`src/rtl/stopwatch_scan_mux.sv`:
```
// Seven-segment scan multiplexer for the stopwatch: scans live or recalled lap
// digits onto one BCD output and an active-low anode vector, with a circular lap store.
module stopwatch_scan_mux #(
    parameter int NUM_DIGITS = 4,
    parameter int DIV_WIDTH  = 16,
    parameter int LAP_DEPTH  = 4,
    parameter bit BLANK_LZ   = 1'b0
) (
    input  logic                         clk,
    input  logic                         rst,
    input  logic [4*NUM_DIGITS-1:0]      time_in,
    input  logic                         run,
    input  logic                         start_press,
    input  logic                         lap_press,
    input  logic                         recall_press,
    input  logic                         clear_press,
    output logic [3:0]                   segmentNum,
    output logic [NUM_DIGITS-1:0]        an,
    output logic                         lap_view,
    output logic [$clog2(LAP_DEPTH)-1:0] lap_sel,
    output logic [$clog2(LAP_DEPTH):0]   lap_count
);
    localparam int PW  = $clog2(LAP_DEPTH);
    localparam int CW  = PW + 1;
    localparam int DSW = $clog2(NUM_DIGITS);
    localparam int TW  = 4 * NUM_DIGITS;

    typedef enum logic {LIVE, LAP} view_e;

    logic [DIV_WIDTH-1:0]  div_q;
    logic [DSW-1:0]        dsel_q;
    view_e                 view_q;
    logic [PW-1:0]         wr_q;
    logic [PW-1:0]         sel_q;
    logic [CW-1:0]         cnt_q;
    logic [TW-1:0]         lap_mem [LAP_DEPTH];
    logic [NUM_DIGITS-1:0] an_q, an_d;
    logic [3:0]            seg_q, seg_d;

    logic                  tick;
    logic                  capture;
    logic [PW-1:0]         rd_slot;
    logic [TW-1:0]         src;
    logic [NUM_DIGITS-1:0] lz;
    logic                  above;

    assign tick    = &div_q;
    assign capture = lap_press && !clear_press && !rst;
    // Newest lap sits just behind the write pointer; lap_sel walks further back in age.
    assign rd_slot = wr_q - PW'(1) - sel_q;
    assign src     = (view_q == LAP) ? lap_mem[rd_slot] : time_in;

    always_comb begin
        lz    = '0;
        above = 1'b1;
        seg_d = '0;
        an_d  = '1;
        for (int k = NUM_DIGITS - 1; k >= 0; k--) begin
            lz[k] = above && (src[4*k +: 4] == 4'd0);
            above = lz[k];
        end
        for (int k = 0; k < NUM_DIGITS; k++) begin
            if (dsel_q == DSW'(k)) begin
                seg_d   = src[4*k +: 4];
                an_d[k] = BLANK_LZ && (k > 0) && lz[k];
            end
        end
    end

    // Priority within a cycle: clear, lap, start-while-running, recall.
    always_ff @(posedge clk) begin
        if (rst) begin
            div_q  <= '0;
            dsel_q <= '0;
            view_q <= LIVE;
            wr_q   <= '0;
            sel_q  <= '0;
            cnt_q  <= '0;
            an_q   <= '1;
            seg_q  <= '0;
        end else begin
            div_q <= div_q + 1'b1;
            if (tick) begin
                dsel_q <= (dsel_q == DSW'(NUM_DIGITS - 1)) ? '0 : dsel_q + 1'b1;
            end
            an_q  <= an_d;
            seg_q <= seg_d;

            if (clear_press) begin
                cnt_q  <= '0;
                wr_q   <= '0;
                sel_q  <= '0;
                view_q <= LIVE;
            end else if (lap_press) begin
                wr_q   <= wr_q + 1'b1;
                sel_q  <= '0;
                view_q <= LAP;
                if (cnt_q != CW'(LAP_DEPTH)) begin
                    cnt_q <= cnt_q + 1'b1;
                end
            end else if (start_press && run) begin
                view_q <= LIVE;
            end else if (recall_press) begin
                case (view_q)
                    LIVE: begin
                        if (cnt_q != '0) begin
                            view_q <= LAP;
                            sel_q  <= '0;
                        end
                    end
                    LAP: begin
                        if ({1'b0, sel_q} == cnt_q - 1'b1) begin
                            sel_q <= '0;
                        end else begin
                            sel_q <= sel_q + 1'b1;
                        end
                    end
                    default: view_q <= LIVE;
                endcase
            end
        end
    end

    always_ff @(posedge clk) begin
        if (capture) begin
            lap_mem[wr_q] <= time_in;
        end
    end

    assign segmentNum = seg_q;
    assign an         = an_q;
    assign lap_view   = (view_q == LAP);
    assign lap_sel    = sel_q;
    assign lap_count  = cnt_q;
endmodule

```
`config.mk`:
```
export PLATFORM = sky130hd
export DESIGN_NAME = stopwatch_scan_mux
export DESIGN_NICKNAME = d
export VERILOG_FILES = /design/src/rtl/stopwatch_scan_mux.sv
export SDC_FILE = /design/constraint.sdc
export NUM_CORES = 1
export LEC_CHECK = 0
export BUFFER_PORTS_ARGS = -buffer_cell sky130_fd_sc_hd__buf_2
export CORE_ASPECT_RATIO = 1.1
export CORE_UTILIZATION = 57
export DETAILED_ROUTE_END_ITERATION = 12
export PLACE_DENSITY = 0.77
export SYNTH_ARGS = -nofsm -noshare
export SYNTH_HDL_FRONTEND = slang
export SYNTH_SLANG_ARGS = --single-unit
export TNS_END_PERCENT = 50
```
`constraint.sdc`:
```
create_clock -name clk -period 2.4 [get_ports clk]
set_input_delay 0.36 -clock clk [delete_from_list [all_inputs] [get_ports clk]]
set_output_delay 0.36 -clock clk [all_outputs]
set_load 0.1 [all_outputs]
```
== Yosys cells after proc, flatten, opt, wreduce, memory -nomap -nowiden ==
Memory sizes are Yosys's and may differ from the RTL's.
Index checks and enable logic that the tools add are counted.
Word-level totals
  bits in registers: 34
  bits in writable memories: 64
  latch bits: 0
  ROM bits: 0
  memories: 1
  output and inout port bits: 14
  bits of input ports: 23
  logic and storage cells: 58
Operators by class
  mux-type cells: 20
  multiply operators: 0
  $lt $le $gt $ge: 0
  equal/unequal tests: 6
  bitwise logic cells: 2
  reductions and logical operators: 13
  div/mod/pow operators: 0
  shifts and indexed selects: 0
  add/sub/neg operators: 8
Memories
  lap_mem: depth 4, width 16, rd ports 1, clocked after Yosys merged registers in 0, write ports 1, line 36  | logic [TW-1:0] lap_mem [LAP_DEPTH];
Operators with widths (number)
  adder 16 x 1 -> 16 bit (second input constant): 1
  two-way mux 16 bit: 1
  two-way mux 4 bit: 4
  AND reduction 16 bit: 1
  two-way mux 1 bit: 11
  adder 2 x 1 -> 2 bit (second input constant): 3
  two-way mux 2 bit: 3
  nonzero test 3 bit: 2
  equality test 2 bit (second input constant): 2
  one-hot mux 2 bit (2 select lines): 1
  adder 3 x 1 -> 3 bit (second input constant): 1
  equality test 2 x 3 -> 1 bit: 1
  logical AND 1 bit: 3
  != test 3 bit (second input constant): 1
  AND reduction 3 bit: 1
  OR reduction 3 bit: 1
  subtractor 3 x 1 -> 3 bit (second input constant): 1
  equality test 2 x 1 -> 1 bit (second input constant): 1
  logical NOT 1 bit: 2
  logical NOT 2 bit: 1
  != test 2 bit (second input constant): 1
  NOT 1 bit: 2
  AND reduction 2 bit: 1
  OR reduction 2 bit: 1
  2 further kinds: 2

== Logic depth before layout (Yosys ltp) ==
An unclocked memory read counts as a cell.
  depth after elaboration: 8
  mapped depth: 9
  mapped depth without buffers: 7

== Least setup slack after synthesis ==
Ideal clock, no wire load.
  kind: register -> register
  from: register sel_q[0] (netlist: lap_sel[0])
  to: register seg_q[1] (netlist: segmentNum[1])
  buffers on the path: 2
  stages on the path, launching flop included: 8
  required time: 2.272 ns
  setup time: 0.128 ns
  path slack: -0.489 ns
  data arrival time: 2.761 ns
  period minus slack after synthesis: 2.889 ns
  cell sequence: dfxtp_1 > inv_1 > ha_1 > buf_2 > buf_2 > mux4_1 > a211oi_1 > o41ai_1
Between the ends
  cells in the longest elaborated chain, start to end: 7
RTL lines
  from (decl): line 34  | logic [PW-1:0] sel_q;
  from (signal assigned): line 115  | sel_q <= sel_q + 1'b1;
  subtractor 2 bit *: line 50  | assign rd_slot = wr_q - PW'(1) - sel_q;
  memory (4 x 16 bit) *
  two-way mux 16 bit *: line 51  | assign src = (view_q == LAP) ? lap_mem[rd_slot] : time_in;
  two-way mux 4 bit (3 in series): line 63  | if (dsel_q == DSW'(k)) begin
  two-way mux 4 bit *: line 63
  to (signal assigned): line 87  | seg_q <= seg_d;
  to (decl): line 38  | logic [3:0] seg_q, seg_d;
Every way passes the cells marked *; elsewhere a longest branch is shown, timed or not.
A chain may end at the register's enable or synchronous reset.

== Worst setup path in the final report ==
  from: register sel_q[0] (netlist: lap_sel[0])
  to: register seg_q[3] (netlist: segmentNum[3])
Same word-level chain as after synthesis.

==> out/results.txt <==
GRT Resource Usage Total -> 21.0%
die area -> 0.00767 sq mm
final wirelength -> 7.51 mm
CP Launch Type -> flop
Critical Path AT -> 2460 ps
Critical Path RT -> 2650 ps
via count -> 2512
largest cells by area after synthesis -> edfxtp_1, dfxtp_1, mux4_1
DP Area -> 0.00452 sq mm
CP endpoint kind -> flop
1st-iter DRT viols -> 140
drt pass-1 iters -> 4
DIE WIDTH -> 83.6 um
Syn Std Cell Area -> 0.00418 sq mm
Placed Instances -> 419
final core utilization -> 67.0%
unrepaired setup endpoints after global routing -> no
Setup CP Type -> flop to flop
GRT Residual Overflow -> 0
first-pass GRT wire length -> 12.3 mm
Initial Util -> 59.3%
ANT nets after route -> 0
EDFF count, synth -> 64
Clock Pin Slew Worst Setup and Hold Paths -> 100 ps
clk sinks -> 98
clk_skew -> 11.6 ps
setup bufs post-CTS -> 0
post_cts resized -> 0
Routed wire per std cell -> 17.3 um
Final Instance Area -> 0.00472 sq mm
layout cells sized above 1 -> 23.4%
CTS Hold Buffers Added -> 0
register area -> 0.00261 sq mm
Final nets -> 381
ant diodes -> 0
HP Class -> input pin to flop
# DRC -> 0
fillcell total -> 510
final-report setup violation count -> 0
Worst-Margin Slew -> 495 ps
most common cell in the synthesized netlist -> edfxtp_1
Max Clk Rate -> 0.454 GHz
Num CTS Buffers -> 9
Syn Nets -> 333
main flop type after synthesis -> edfxtp_1
clk_lat worst skew -> 360 ps
core area -> 0.00705 sq mm
PortBufs -> 36
max_cap viols -> 0
Crit path max-delay family -> multiplexers
CP peak stage delay -> 550 ps
final hold vios -> 0
leak pwr -> 1.83 nW
total power -> 3.13 mW
PD cells -> 663 mW/mm^2
min Tclk post-route -> 2200 ps
vias in the first global route -> 2451
routability cong. -> 0.722
htree depth -> 3
crit path cell chain -> inv_1 -> ha_1 -> buf_4 -> mux4_1 -> a211oi_1 -> o41ai_1
synth cell count leaders -> edfxtp_1, dfxtp_1, nor2_1, inv_1, ha_1
deepest clock path buffer count -> 2
WP buf/inv -> 2
Via density -> 5.77
Site Rows -> 32
VDD IR max -> 0.332 mV
Pins Over Slew Limit -> 0
CP Max Fanout -> 8
crit share post-route -> 91.9%
Multi-input gate area -> 0.00146 sq mm
register bit total from synthesis -> 98
Synth Warn # -> 0
area share of the largest cell type after synthesis -> 46.0%
status -> completed
largest net degree at the start of global routing -> 29
Chip Height -> 91.8 um
ys async rst share -> 0%
CP max-delay cell -> mux4_1
synth unique cells -> 43
I/O pin count -> 37
DP HPWL -> 5.16 mm
Root Buffer -> clkbuf_8
sequential cell area fraction in the yosys report -> 62.3%
Post-Layout Cell Count -> 435
Yosys top cell by area -> edfxtp_1
Area Overhead vs Synth -> 13.0%
Slew HR -> 67.2%
CTS tree -> built
Gate Count Post-Synth -> 297
Avg Cell Area, Syn -> 14.1 sq um
initial antenna violation count -> 0
path summary, 6_finish.rpt:
kind	startpoint	endpoint	slack, ps	cells past startpoint
worst min register to register	div_q[0]	div_q[0]	450	1
worst max-delay path	lap_sel[0]	segmentNum[3]	200	6
worst min-delay path	time_in[15]	lap_mem[0][15]	220	1
worst max register to register	lap_sel[0]	segmentNum[3]	200	6
registers in the layout, summed over array words and instances, names as in the netlist, 2 cells and up:
signal      count
lap_count       3
wr_q            2
segmentNum      4
lap_sel         2
lap_mem        64
an              4
div_q          16
dsel_q          2
cells in the final DEF, fill, tap and decap left out, drive strengths merged, types with 10 or more instances in the layout:
cell    instances
a21oi          10
and3           10
buf            49
clkbuf         11
dfxtp          34
edfxtp         64
ha             13
inv            19
mux2i          10
mux4           12
nor2           25
o21ai          10
through the flow:
stage | TNS, ps | hold WS (ps) | setup WS (ps)
2_1_floorplan | -52.0 | 413 | -52.0
3_3_place_gp | 0 | 422 | 245
3_5_place_dp | 0 | 442 | 187
4_1_cts | 0 | 207 | 159
5_1_grt | 0 | 220 | 47.5
6_report | 0 | 219 | 195
per-layer routing:
| metal | share of wire, % | wire length [um] | vias up | global-route usage, % |
|---|---|---|---|---|
| met5 | 0 | 0 | - | 0 |
| met4 | 1.9 | 140 | 0 | 9.04 |
| met3 | 4.0 | 300 | 12 | 3.33 |
| met2 | 49 | 3690 | 70 | 34.6 |
| li1 | - | - | 1207 | - |
| met1 | 45 | 3380 | 1223 | 27.9 |
power breakdown:
part | leakage (nW) | switching (mW) | total, mW | internal [mW]
clock network | 0.108 | 0.578 | 1.06 | 0.483
registers | 0.856 | 0.0116 | 1.83 | 1.82
logic | 0.870 | 0.153 | 0.238 | 0.0853
total | 1.83 | 0.743 | 3.13 | 2.38
cell families (layout without fill, tap and decap cells):
| kind of cell | count (synthesis) | in the layout | share of synthesized area [%] |
|---|---|---|---|
| AND/OR/NAND/NOR | 69 | 69 | 9.08 |
| AO/OA/AOI/OAI | 45 | 45 | 6.98 |
| multiplexers | 26 | 26 | 10.6 |
| flip-flops | 98 | 98 | 62.3 |
| adder cells (fa/ha/maj) | 13 | 13 | 3.89 |
| XOR/XNOR | 19 | 19 | 4.31 |
| buffers and inverters | 27 | 80 | 2.85 |
cell type report:
class,instances,share of cell area (%)
sequential,98,55.2
clock buffer,11,3.45
clock inverter,5,0.875
timing repair buffer,49,6.15
inverter,15,1.19
tap,85,2.25
multi-input combinational,172,30.8
worst register-to-register path: stages (launching register included):
cell,delay (ps)
dfxtp_4,380
inv_1,60
ha_1,520
buf_4,250
mux4_1,550
a211oi_1,250
o41ai_1,90
No activity file was read; power rests on OpenSTA's default activity.
